### config.mk
export PLATFORM = sky130hd
export DESIGN_NAME = cnn_win_sched
export DESIGN_NICKNAME = d
export VERILOG_FILES = /design/src/rtl/cnn_win_sched.sv
export SDC_FILE = /design/constraint.sdc
export NUM_CORES = 1
export LEC_CHECK = 0
export CAP_MARGIN = 10
export CORE_MARGIN = 2
export CORE_UTILIZATION = 40
export CTS_BUF_LIST = sky130_fd_sc_hd__clkbuf_4
export DETAILED_ROUTE_END_ITERATION = 12
export SETUP_SLACK_MARGIN = 0.4
export SYNTH_ARGS = -nofsm -noshare
export SYNTH_HDL_FRONTEND = slang
export SYNTH_SLANG_ARGS = --single-unit
### constraint.sdc
create_clock -name clk -period 4 [get_ports clk]
set_input_delay 0.6 -clock clk [delete_from_list [all_inputs] [get_ports clk]]
set_output_delay 0.6 -clock clk [all_outputs]
set_load 0.02 [all_outputs]
### src/rtl/cnn_win_sched.sv
// rtl/cnn_win_sched.sv - 3x3 window read scheduler over a raster-filled pixel RAM
// Walks the window anchor (bottom-right pixel) across the frame, issuing 9 tap reads per window.
module cnn_win_sched #(
  parameter int IMG_W = 28,
  parameter int IMG_H = 28,
  parameter int AW    = 10
) (
  input  logic          clk,
  input  logic          rst_n,
  input  logic          frm_clr,
  input  logic [AW-1:0] wr_cnt,
  input  logic          core_bsy,
  output logic          rd_en,
  output logic [AW-1:0] rd_addr,
  output logic [3:0]    tap_idx,
  output logic          win_strt,
  output logic          frame_done,
  output logic          busy
);

  typedef enum logic [1:0] {S_IDLE, S_FETCH, S_ADV, S_DONE} state_t;

  localparam logic [AW-1:0] ANCHOR0 = AW'(2 * IMG_W + 2);
  localparam logic [AW-1:0] COL_MAX = AW'(IMG_W - 3);
  localparam logic [AW-1:0] ROW_MAX = AW'(IMG_H - 3);

  state_t        state_q, state_d;
  logic [AW-1:0] anchor_q, anchor_d;
  logic [AW-1:0] col_q, col_d;
  logic [AW-1:0] row_q, row_d;
  logic [3:0]    tap_q, tap_d;
  logic [AW-1:0] tap_off;
  logic          frame_done_c;

  always_ff @(posedge clk or negedge rst_n) begin
    if (!rst_n) begin
      state_q  <= S_IDLE;
      anchor_q <= ANCHOR0;
      col_q    <= '0;
      row_q    <= '0;
      tap_q    <= '0;
    end else begin
      state_q  <= state_d;
      anchor_q <= anchor_d;
      col_q    <= col_d;
      row_q    <= row_d;
      tap_q    <= tap_d;
    end
  end

  always_comb begin
    state_d      = state_q;
    anchor_d     = anchor_q;
    col_d        = col_q;
    row_d        = row_q;
    tap_d        = tap_q;
    frame_done_c = 1'b0;
    case (state_q)
      S_IDLE: begin
        if ((anchor_q < wr_cnt) && !core_bsy) begin
          state_d = S_FETCH;
          tap_d   = 4'd0;
        end
      end
      S_FETCH: begin
        if (tap_q == 4'd8) begin
          state_d = S_ADV;
          tap_d   = 4'd0;
        end else begin
          tap_d = tap_q + 4'd1;
        end
      end
      S_ADV: begin
        if ((row_q == ROW_MAX) && (col_q == COL_MAX)) begin
          state_d      = S_DONE;
          frame_done_c = 1'b1;
        end else if (col_q == COL_MAX) begin
          // skip the two left-edge columns of the next row
          state_d  = S_IDLE;
          anchor_d = anchor_q + AW'(3);
          col_d    = '0;
          row_d    = row_q + AW'(1);
        end else begin
          state_d  = S_IDLE;
          anchor_d = anchor_q + AW'(1);
          col_d    = col_q + AW'(1);
        end
      end
      S_DONE: state_d = S_DONE;
      default: state_d = S_IDLE;
    endcase
    if (frm_clr) begin
      state_d      = S_IDLE;
      anchor_d     = ANCHOR0;
      col_d        = '0;
      row_d        = '0;
      tap_d        = '0;
      frame_done_c = 1'b0;
    end
  end

  always_comb begin
    tap_off = '0;
    case (tap_q)
      4'd0:    tap_off = AW'(2 * IMG_W + 2);
      4'd1:    tap_off = AW'(2 * IMG_W + 1);
      4'd2:    tap_off = AW'(2 * IMG_W);
      4'd3:    tap_off = AW'(IMG_W + 2);
      4'd4:    tap_off = AW'(IMG_W + 1);
      4'd5:    tap_off = AW'(IMG_W);
      4'd6:    tap_off = AW'(2);
      4'd7:    tap_off = AW'(1);
      default: tap_off = '0;
    endcase
  end

  assign rd_en      = (state_q == S_FETCH);
  assign rd_addr    = rd_en ? (anchor_q - tap_off) : '0;
  assign tap_idx    = rd_en ? tap_q : 4'd0;
  assign win_strt   = rd_en && (tap_q == 4'd0);
  assign frame_done = frame_done_c;
  assign busy       = (state_q == S_FETCH) || (state_q == S_ADV);

endmodule

==> run metrics <==
maxcap violations 0; Post-synth top flop dfrtp_1; Worst-path clk slew 0.12 ns; crit path kind register to output pin; Clock Latency Late Sink roughly 0.35 ns; first-pass GRT wire length between 10,000 and 15,000 um; Area Overhead vs Synth 20.2%; LEAKAGE about 1.5 nW; CTS Sinks 36; DIE AREA approximately 7600 sq um; number of port buffers 31; synth top area cells dfrtp_1 (29%), ha_1 (14%), nor2_1 (4.6%); core area 6760 sq um; CTS tree done; slowest CP cell dfrtp_1; Ports 32; nets 407; post-layout worst setup margin 0.423 ns; critical path, cell by cell inv_1, nor2_1, a21oi_1, nor2_1, ha_2, fa_2, nor2b_2, o21ai_2, a21boi_2, buf_4, buf_4, nor3_1, dlygate4sd2_1; RSZ-0062 raised after global routing true; Place WS approximately 0.056 ns; worst path arrival time 2.98 ns; Layout fillers ~650; Reg area 906 sq um; number of global-route vias before repair 2,249; Setup-failing EPs final 0; WL per Instance 14.4 um; crit path buf inv count 4; Worst VDD drop 221 uV; Final min period 3.58 ns; clock buffer depth 2; total number of vias between 2,000 and 2,500; ANT cells 0; outcome finished clean; register share of total power 29.3%; Sw Share 38.7%; crit end category output pin; critical path's top delay family buffers and inverters; sequential area share after synthesis 32.7%; Synth area leader dfrtp_1; Pint 0.871 mW; Total GRT Usage 17.2%; Final Max Slew Viols 0; Residual DRC 0; drt first pass iters 4; Final ANT Viol Nets 0; Gate power share between 50% and 60%; Final Hold Slack approximately 0.48 ns; largest net degree at the start of global routing 37; Placer Congestion 0.808; fmax 280 MHz; Post-DP HPWL roughly 4400 um; final period utilization between 80% and 90%; NetSw 0.550 mW; initial antenna violation count 0; Syn Nets roughly 370; cell count after synthesis 322; die width 87.2 um; Synth Cell Area 2770 sq um; root buffer cell clkbuf_4; area occupied by multi-input gates ~1700 sq um; CP peak stage delay around 0.50 ns; number of flops mapped to enable cells by yosys 0; starting density of the core 41.0%; YS warnings 0; # rows 30; ratio of cells with drive above 1 in the final layout 12.4%; Avg Inst Size Synth 8.61 sq um; Worst setup SP type register; Clock power frac between 15 and 20%; Post-CTS Hold Fix Bufs 0; Synth async-reset ratio 100%; critical path fanouts, max 9; relative slew slack approximately 68%; GRT overflow 0; clock skew 0.0152 ns; P per Cell Area 427 nW/um^2; Synth top area share 28.9%; Die Ht 87.2 um; Starting DRT DRC Count 105; DRT Wirelength 6350 um; R2R Setup Slk around 1.4 ns; class of the worst hold path register to register; Crit path required time between 3 and 4 ns; routed vias/inst 5.31; Worst Tran Pin Value 0.481 ns; Synth Register Bits 36; total negative slack 0 ns; cts bufs inserted 5; H-tree Lvls 2; Yosys cell types 55; Hold Fails Final Rpt 0
-- placed cells by master (no fill, tap or decap), types with 3 or more instances in the layout --
cell             netlist  layout
xor2_1                 9       9
inv_1                 30      28
or3_1                  6       6
dfstp_2                4       4
nand4_1                4       4
o21ai_0               19      14
clkdlybuf4s50_1        0      23
nor3_1                12      12
nand2b_1               4       4
nor3b_1                3       3
nand2_1               23      23
o21ai_1                1       4
nand3_1               13      13
nor2b_1                6       5
and4_1                 3       3
nor2_1                34      34
a21o_1                 3       3
xnor2_1               10      10
dfrtp_1               32      32
clkbuf_4               0       5
ha_1                  30      28
a21oi_1               13      12
buf_4                  1      14
a21boi_1               1       3
o31ai_1                4       4
and3_1                 7       7
-- area by class of cell --
cell class / instances / area share, %
Multi-Input combinational cell: 244 / 52.2
Sequential cell: 36 / 27.2
Clock buffer: 5 / 1.13
Inverter: 31 / 3.64
Clock inverter: 3 / 1.13
Timing Repair Buffer: 43 / 11.7
Tap cell: 80 / 3.01
-- power by group through the flow --
stage	clock [mW]	combinational, mW	sequential (mW)
after CTS	0.260	0.700	0.417
after global placement	0	0.627	0.421
final	0.252	0.752	0.417
after detailed placement	0	0.637	0.423
after floorplan	0	0.417	0.418
after global routing	0.276	0.831	0.422
-- metal layers --
layer / track usage (%) / share of wire [%] / wire length, um
met4: 4.06 / 0.96 / 61
met2: 28.1 / 47 / 3020
met5: 0 / 0 / 0
met1: 23.7 / 48 / 3040
met3: 3.03 / 3.6 / 230
-- cell usage after synthesis (2+ instances only) --
master    number
nor2b_1        6
o211ai_1       2
and4b_1        2
dfrtp_1       32
or3_1          6
o21ai_0       19
a21oi_1       13
nor3b_1        3
clkbuf_1       8
nand2b_1       4
nand4_1        4
ha_1          30
o211a_1        2
xor2_1         9
or4_1          2
nor4_1         2
nand2_1       23
inv_1         30
o31ai_1        4
nand3_1       13
fa_1           2
xnor2_1       10
nor3_1        12
a21boi_0       4
dfstp_2        4
and4_1         3
mux2i_1        2
buf_6          2
a21o_1         3
and3_1         7
a31oi_1        2
nor2_1        34
-- registers in the layout, summed over array words and instances (netlist names) --
register and count:
anchor_q 10, col_q 10, row_q 10, state_q 2, tap_q 4
-- logic make-up after synthesis --
group                    synth area share, %
multiplexers                           0.722
XOR/XNOR                                6.00
AND/OR/NAND/NOR                         24.1
adder cells (fa/ha/maj)                 15.0
flip-flops                              32.7
buffers and inverters                   6.55
AO/OA/AOI/OAI                           14.9
-- what timing repair did --
item | in CTS | in global routing
gates resized for setup | 36 | 14
setup endpoints to repair | 7 | 8
setup buffers | 5 | 2
pin swaps | 2 | 7
-- per-stage QoR --
step | instances | power [mW] | area, sq um | util (%)
after detailed placement | 427 | 1.06 | 3160 | 46.8
after floorplan | 322 | 0.835 | 2770 | -
after global routing | 442 | 1.53 | 3330 | 49.3
after CTS | 440 | 1.38 | 3280 | 48.6
final | 442 | 1.42 | 3330 | 49.3
after global placement | 427 | 1.05 | 3160 | 46.8
-- worst paths after layout --
| path | endpoint | depth (start not counted) | startpoint |
|---|---|---|---|
| min in group asynchronous | tap_q[0] | 2 | rst_n |
| max | rd_addr[4] | 13 | tap_q[2] |
| max in group asynchronous | anchor_q[1] | 2 | rst_n |
| max reg2reg | anchor_q[3] | 10 | col_q[1] |
| min | col_q[9] | 1 | col_q[9] |
| min reg2reg | col_q[9] | 1 | col_q[9] |
Note: power is estimated with default switching activity, not from simulation.
